`config.mk`:
```
export PLATFORM = sky130hd
export DESIGN_NAME = puf_eval_controller
export DESIGN_NICKNAME = d
export VERILOG_FILES = /design/src/rtl/puf_eval_controller.sv
export SDC_FILE = /design/constraint.sdc
export NUM_CORES = 1
export LEC_CHECK = 0
export ABC_AREA = 1
export CAP_MARGIN = 20
export CORE_MARGIN = 2
export CORE_UTILIZATION = 45
export DETAILED_ROUTE_END_ITERATION = 10
export PLACE_DENSITY = 0.72
export SYNTH_ARGS = -nofsm -noshare
export SYNTH_HDL_FRONTEND = slang
export SYNTH_SLANG_ARGS = --single-unit
export TNS_END_PERCENT = 30
```
`constraint.sdc`:
```
create_clock -name clk -period 4.9 [get_ports clk]
set_clock_uncertainty 0.2 [all_clocks]
set_input_delay 0.98 -clock clk [delete_from_list [all_inputs] [get_ports clk]]
set_output_delay 0.98 -clock clk [all_outputs]
set_load 0.005 [all_outputs]
```
`src/rtl/puf_eval_controller.sv`:
```
// puf_eval_controller: walks challenge-selected RO pairs, compares their counts,
// and packs the resulting bits MSB-first into bytes pushed to the response FIFO.
module puf_eval_controller #(
    parameter int RESP_WORDS    = 4,
    parameter int SEL_BITS      = 5,
    parameter int CNT_W         = 16,
    parameter int EVAL_CYCLES   = 1024,
    parameter int SETTLE_CYCLES = 4
) (
    input  logic                clk,
    input  logic                reset,
    input  logic                enable,
    input  logic [7:0]          challenge,
    output logic                done,
    output logic                busy,
    output logic [SEL_BITS-1:0] ro_sel,
    output logic                ro_enable,
    output logic                cnt_clear,
    input  logic [CNT_W-1:0]    cnt_a,
    input  logic [CNT_W-1:0]    cnt_b,
    output logic                fifo_we,
    output logic [7:0]          fifo_din,
    input  logic                fifo_full
);
    localparam int NBITS = RESP_WORDS * 8;
    localparam int BW    = $clog2(NBITS);
    localparam int TMAX  = EVAL_CYCLES > SETTLE_CYCLES ? EVAL_CYCLES : SETTLE_CYCLES;
    localparam int TW    = $clog2(TMAX + 1);

    typedef enum logic [2:0] {IDLE, CLEAR, RUN, SETTLE, COMPARE, WRITE, DONE} state_t;

    state_t              state_q, state_d;
    logic                enable_q;
    logic [7:0]          chal_q, chal_d;
    logic [BW-1:0]       bit_cnt_q, bit_cnt_d;
    logic [TW-1:0]       timer_q, timer_d;
    logic [7:0]          sr_q, sr_d;
    logic [SEL_BITS-1:0] ro_sel_q, ro_sel_d;

    always_ff @(posedge clk) begin
        if (reset) begin
            state_q   <= IDLE;
            enable_q  <= 1'b0;
            chal_q    <= '0;
            bit_cnt_q <= '0;
            timer_q   <= '0;
            sr_q      <= '0;
            ro_sel_q  <= '0;
        end else begin
            state_q   <= state_d;
            enable_q  <= enable;
            chal_q    <= chal_d;
            bit_cnt_q <= bit_cnt_d;
            timer_q   <= timer_d;
            sr_q      <= sr_d;
            ro_sel_q  <= ro_sel_d;
        end
    end

    always_comb begin
        state_d   = state_q;
        chal_d    = chal_q;
        bit_cnt_d = bit_cnt_q;
        timer_d   = timer_q;
        sr_d      = sr_q;
        case (state_q)
            IDLE: if (enable && !enable_q) begin
                state_d   = CLEAR;
                chal_d    = challenge;
                bit_cnt_d = '0;
                sr_d      = '0;
            end
            CLEAR: begin
                state_d = RUN;
                timer_d = '0;
            end
            RUN: if (timer_q == TW'(EVAL_CYCLES - 1)) begin
                state_d = SETTLE;
                timer_d = '0;
            end else timer_d = timer_q + 1'b1;
            SETTLE: if (timer_q == TW'(SETTLE_CYCLES - 1)) state_d = COMPARE;
                    else timer_d = timer_q + 1'b1;
            COMPARE: begin
                sr_d[3'd7 - bit_cnt_q[2:0]] = cnt_a > cnt_b;
                if (&bit_cnt_q[2:0]) state_d = WRITE;
                else begin
                    bit_cnt_d = bit_cnt_q + 1'b1;
                    state_d   = CLEAR;
                end
            end
            WRITE: if (!fifo_full) begin
                if (bit_cnt_q == BW'(NBITS - 1)) state_d = DONE;
                else begin
                    bit_cnt_d = bit_cnt_q + 1'b1;
                    state_d   = CLEAR;
                end
            end
            DONE: state_d = IDLE;
            default: state_d = IDLE;
        endcase
        // abort wins over every in-flight transition, including a pending write
        if (!enable && state_q != IDLE && state_q != DONE) state_d = IDLE;
        ro_sel_d = (state_d == CLEAR && state_q != CLEAR) ?
                   SEL_BITS'(32'(chal_d) + 32'(bit_cnt_d)) : ro_sel_q;
    end

    always_comb begin
        done      = !reset && state_q == DONE;
        busy      = !reset && state_q != IDLE;
        cnt_clear = !reset && state_q == CLEAR;
        ro_enable = !reset && state_q == RUN;
        fifo_we   = !reset && state_q == WRITE && !fifo_full && enable;
        fifo_din  = (!reset && state_q == WRITE) ? sr_q : 8'h00;
        ro_sel    = busy ? ro_sel_q : '0;
    end
endmodule

```
==> results.md, run 1 <==
- Worst-Skew Late Latency: 280 ps
- FF+latch area: 761 µm²
- Crit Reg-Reg Endpoint: ro_sel_q[4]
- GRT Overall Usage: 0.176
- Vias in the first global route: 2455
- Kind of end point of the critical path: output port
- WL final: 6160 µm
- # rows: 29
- Die Ht: 84.2 µm
- Critical Path AT: 2660 ps
- Mapped Cells: 442
- Seq cells post-synth: 38
- H-tree depth: 2
- Largest net degree at the start of global routing: 20
- Clock Path Buffers: 2
- Crit path kind: input port to output port
- Setup TNS: 0 ps
- Core region area: 6280 µm²
- RSZ-0062 raised after global routing: false
- Post-CTS Setup Bufs: 0
- Cells on worst reg2reg path: 23
- Hold bufs inserted after CTS: 0
- Placer Congestion: 0.905
- Root Driver: clkbuf_8
- CTS Sinks: 38
- Drt pass-1 iters: 4
- Hold Vio Cnt, Final: 0
- Origin of the worst setup path: reset
- Status: completed
- IO Pins: 62
- CP Cell Sequence: clkdlybuf4s50_1, buf_4, inv_1, buf_4, nand2_1, nor2_1, clkdlybuf4s50_1
- Setup crit start kind: input port
- Achievable Freq: 261 MHz
- Critical Path End: ro_sel[4]
- Final nets: 573
- DP Area: 3540 µm²
- Max_slew headroom: 0.646
- Post-route cell area: 3630 µm²
- CTS resizes: 0
- Syn. warnings: 0
- Power Density: 205 nW/µm²
- Worst Path Required: 3720 ps
- Period utilisation layout: 0.783
- Share of cells above drive strength 1: 0.0994
- DP Wirelength: 5020 µm
- WHS Path Cells: 2
- Max-Cap Viols: 0
- Worst slew pin tran: 531 ps
- Lkg Pwr: 0.00168 µW
- Post-route ant nets: 0
- First-pass GRT wire length: 10500 µm
- CTS buffer count: 5
- 1st-iter DRT viols: 135
- Vias/cell: 4.73
- Antenna Cells: 0
- Critical R2R Launch: bit_cnt_q[1]
- Finish-stage setup viols: 0
- Per-cell routed wire length: 10.6 µm
- Drt drc: 0
- Antenna violations before repair: 0
- Synth Area per Inst: 6.55 µm²
- Area of the multi-input gates: 1750 µm²
- Area Growth Syn to Fin: 25.3%
- Pins Over Slew Limit: 0
- Worst path max stage delay: 500 ps
- Initial Util: 0.461
- Die area: 7090 µm²
- Total gr overflow: 0
- Peak VDD IR: 0.140 mV
- R2R setup slack: 1510 ps
- Fillers: 611
- Die width: 84.2 µm
- Sequential share of the synthesized area: 0.263
- CP max-delay cell: clkdlybuf4s50_1
- Period minus WS final: 3840 ps
- CTS clk-pin slew, worst paths: 80 ps
- PortBufs: 58
- Cell area after synthesis: 2900 µm²
- Cell variety after synth: 37
- Worst Path Max Fanout: 19
- Via count: 2743
- CTS tree: yes
- Hold WC Path Type: flop to flop
- Synth Net Count: 513
-- sequential cells by signal, summed over array words and instances, names as in the netlist --
signal and flops:
chal_q 5, sr_q 8, state_q 3, bit_cnt_q 5
ro_sel_q 5, timer_q 11, enable_q 1
-- cells in the mapped netlist (all sizes together) --
library cell / count / share of area
inv: 86 / 0.12
nand2: 93 / 0.13
nor4: 2 / 0.0043
fa: 1 / 0.0069
xnor2: 2 / 0.0061
xor2: 2 / 0.0061
a21o: 2 / 0.0052
or2: 4 / 0.0086
buf: 4 / 0.013
nor2: 91 / 0.14
o21ai: 24 / 0.044
clkbuf: 3 / 0.0039
nand3: 20 / 0.044
o2111ai: 1 / 0.0030
ha: 26 / 0.11
dfxtp: 38 / 0.26
nor3: 9 / 0.017
a21oi: 28 / 0.056
o211ai: 1 / 0.0026
a21boi: 1 / 0.0039
nand4: 4 / 0.0086
-- worst max-delay path: cells and delay by family --
| family | cells | cell delay, ps |
|---|---|---|
| buffers and inverters | 5 | 1390 |
| AND/OR/NAND/NOR | 2 | 280 |
-- per-layer routing --
| metal | up-vias | GRT usage | share of wire |
|---|---|---|---|
| met2 | 32 | 0.302 | 0.49 |
| met1 | 1209 | 0.227 | 0.47 |
| met3 | 8 | 0.0275 | 0.027 |
| met4 | 0 | 0.0572 | 0.015 |
| met5 | - | 0 | 0 |
| li1 | 1494 | - | - |
-- how the worst min path moves through the flow --
stage           startpoint           to
6_report       ro_sel_q[2]  ro_sel_q[2]
2_1_floorplan  ro_sel_q[0]  ro_sel_q[0]
3_3_place_gp   ro_sel_q[2]  ro_sel_q[2]
4_1_cts        ro_sel_q[2]  ro_sel_q[2]
5_1_grt        ro_sel_q[2]  ro_sel_q[2]
3_5_place_dp   ro_sel_q[2]  ro_sel_q[2]
-- through the flow --
step                      std cells  setup WS, ps   util  total power, µW  hold WS (ps)
after detailed placement        572           939  0.563              532           273
after global routing            580           906  0.578              792           306
final                           580          1060  0.578              745           286
after CTS                       580          1050  0.578              756           291
after floorplan                 442          1680      -              467           255
after global placement          572           995  0.563              526           261
-- cell families (layout without fill, tap and decap cells) --
| logic type | count (synthesis) | in the layout | synth area share |
|---|---|---|---|
| flip-flops | 38 | 38 | 0.263 |
| adder cells (fa/ha/maj) | 27 | 27 | 0.119 |
| AND/OR/NAND/NOR | 223 | 223 | 0.358 |
| XOR/XNOR | 4 | 4 | 0.0121 |
| buffers and inverters | 93 | 154 | 0.133 |
| AO/OA/AOI/OAI | 57 | 57 | 0.115 |
-- cell type report --
class / count / area share
clock buffer: 7 / 0.0238
clock inverter: 1 / 0.00138
inverter: 86 / 0.0924
multi-input combinational: 311 / 0.482
sequential: 38 / 0.210
tap: 77 / 0.0266
timing repair buffer: 60 / 0.164
-- where the power goes --
group / internal, µW / leakage, µW / switching [µW]
Sequential: 323 / 0.000309 / 12.2
Clock: 114 / 0.0000482 / 108
Combinational: 84.2 / 0.00133 / 104
-- cell usage in the layout (no fill, tap or decap), types with 3 or more instances in the layout --
| cell type | count |
|---|---|
| inv_1 | 80 |
| nand3_1 | 16 |
| nand2_2 | 7 |
| ha_1 | 26 |
| nor3_1 | 8 |
| nor2_4 | 3 |
| or2_2 | 4 |
| inv_4 | 3 |
| nor2_2 | 4 |
| nand2_1 | 83 |
| a21oi_1 | 24 |
| nand2_4 | 3 |
| nand4_1 | 4 |
| o21ai_0 | 21 |
| a21oi_2 | 3 |
| clkdlybuf4s50_1 | 58 |
| nor2_1 | 82 |
| clkbuf_8 | 6 |
| nand3_2 | 3 |
| dfxtp_1 | 38 |
Power figures use the tool's default switching activity.
==> run 2: changes to the inputs <==
Clock period 4.9 ns to 3.8 ns, I/O delays scaled along.
==> run 2 against run 1 <==
  * Die area unchanged
  * Clock power up 23%
  * First-iteration DRC count down 28%
  * Cell count down 0.17%
  * Hold slack worse by 2.9 ps
  * Routed wire length up 3.3%
  * Sequential cell count unchanged
  * Design area about the same
  * Critical path type is now input port to flop
  * Critical endpoint is now ro_sel_q[4]
  * Largest cell class unchanged
  * Largest power group unchanged
  * Highest routed layer unchanged
==> results.md, run 2 (synthesis gave the netlist of run 1 again) <==
- Status: completed
- Cell family with most CP delay: simple AND/OR/NAND/NOR gates
- CP Buf/Inv Count: 4
- Vias in the first global route: 2634
- PortBufs: 58
- Hold bufs inserted after CTS: 0
- Lkg Pwr: 0.00168 µW
- Placer Congestion: 0.899
- Via count: 2760
- Kind of end point of the critical path: flop
- Post-CTS Setup Bufs: 0
- Drt drc: 0
- Most common cell after layout, fill and taps aside: nand2_1
- Most frequent cells in the layout: 83 x nand2_1, 82 x nor2_1, 80 x inv_1
- CP most frequent cell: nand2_1
- WL final: 6370 µm
- RSZ-0062 raised after global routing: false
- 1st-iter DRT viols: 97
- Hold Vio Cnt, Final: 0
- Core region area: 6280 µm²
- Max reg flops: 11
- Final nets: 574
- Worst Path Max Fanout: 4
- CTS Sinks: 38
- GRT Overall Usage: 0.189
- Die Ht: 84.2 µm
- Crit path kind: input port to flop
- Worst-Skew Late Latency: 290 ps
- H-tree depth: 2
- Area Growth Syn to Fin: 25.3%
- Pins Over Slew Limit: 0
- Antenna Cells: 0
- Total gr overflow: 0
- Post-route ant nets: 0
- Clock Path Buffers: 2
- Finish-stage setup viols: 0
- Setup ws final: 351 ps
- Setup TNS: 0 ps
- Vias/cell: 4.77
- Antenna violations before repair: 0
- Max-Cap Viols: 0
- Critical Path Stages: 20
- Worst slew pin tran: 516 ps
- IO Pins: 62
- CP Cell Sequence: clkdlybuf4s50_1, inv_1, nor2_1, nand3_2, or2_2, o21ai_0, inv_1, ha_1, fa_1, nand2_1, nand2_1, a21o_1, nand3_1, nand2_1, inv_1, nand2_1, nand2_1, nand2_1, nand2_1, nor2_1
- Setup crit start kind: input port
- WHS Path Cells: 2
- Power Density: 262 nW/µm²
- CTS resizes: 0
- CTS tree: yes
- Peak VDD IR: 0.192 mV
- Critical Path AT: 3440 ps
- DP Wirelength: 5150 µm
- Top reg by flops: timer_q
- Biggest regs: timer_q: 11 flops, sr_q: 8 flops
- Cells on worst reg2reg path: 22
- Drt pass-1 iters: 7
- Root Driver: clkbuf_8
- Max_slew headroom: 0.653
- Per-cell routed wire length: 11.0 µm
- Period utilisation layout: 0.908
- Initial Util: 0.461
- Achievable Freq: 290 MHz
- CTS buffer count: 5
- Worst path max stage delay: 500 ps
- Worst Path Required: 3790 ps
- CP max-delay cell: clkdlybuf4s50_1
- Period minus WS final: 3450 ps
- Largest net degree at the start of global routing: 19
- Setup WS pre-CTS: 67.2 ps
- Die area: 7090 µm²
- CTS clk-pin slew, worst paths: 70 ps
- Die width: 84.2 µm
- First-pass GRT wire length: 11200 µm
- # rows: 29
- Share of cells above drive strength 1: 0.0996
- Hold WC Path Type: flop to flop
run 2: worst paths after layout:
| kind | from | to | slack [ps] |
|---|---|---|---|
| worst max-delay path | enable | ro_sel_q[4] | 350 |
| worst min-delay path | ro_sel_q[3] | ro_sel_q[3] | 280 |
| worst max register to register | bit_cnt_q[1] | ro_sel_q[4] | 470 |
| worst min register to register | ro_sel_q[3] | ro_sel_q[3] | 280 |
run 2: metal layers:
metal	up-vias	global-route usage	share of wire	wire, µm
met3	10	0.0364	0.034	218
li1	1490	-	-	-
met1	1218	0.234	0.45	2850
met2	42	0.338	0.51	3220
met5	-	0	0	0
met4	0	0.0469	0.012	77
run 2: through the flow:
step / std cells / total power [µW] / hold slack (ps) / utilization / cell area (µm²)
3_3_place_gp: 573 / 681 / 262 / 0.565 / 3540
6_report: 579 / 952 / 283 / 0.578 / 3630
4_1_cts: 579 / 964 / 287 / 0.578 / 3630
3_5_place_dp: 573 / 689 / 274 / 0.565 / 3540
5_1_grt: 579 / 1010 / 313 / 0.578 / 3630
2_1_floorplan: 442 / 603 / 255 / - / 2900
run 2: worst min-delay path, cell delays in order (launching register included):
cell and delay, ps:
dfxtp_1 330, nor2_1 40, nor2_1 80
run 2: layout make-up:
type / count / area (µm²)
flip-flops and latches: 38 / 761
fillers: 617 / 2650
repair buffers: 61 / 603
well taps: 77 / 96.3
clock buffers: 6 / 82.6
inverters: 86 / 335
multi-input cells: 311 / 1750
run 2: report_power, final:
part,total [µW],switching [µW],internal [µW]
Sequential,432,15.1,417
Clock,272,132,140
Combinational,247,137,111
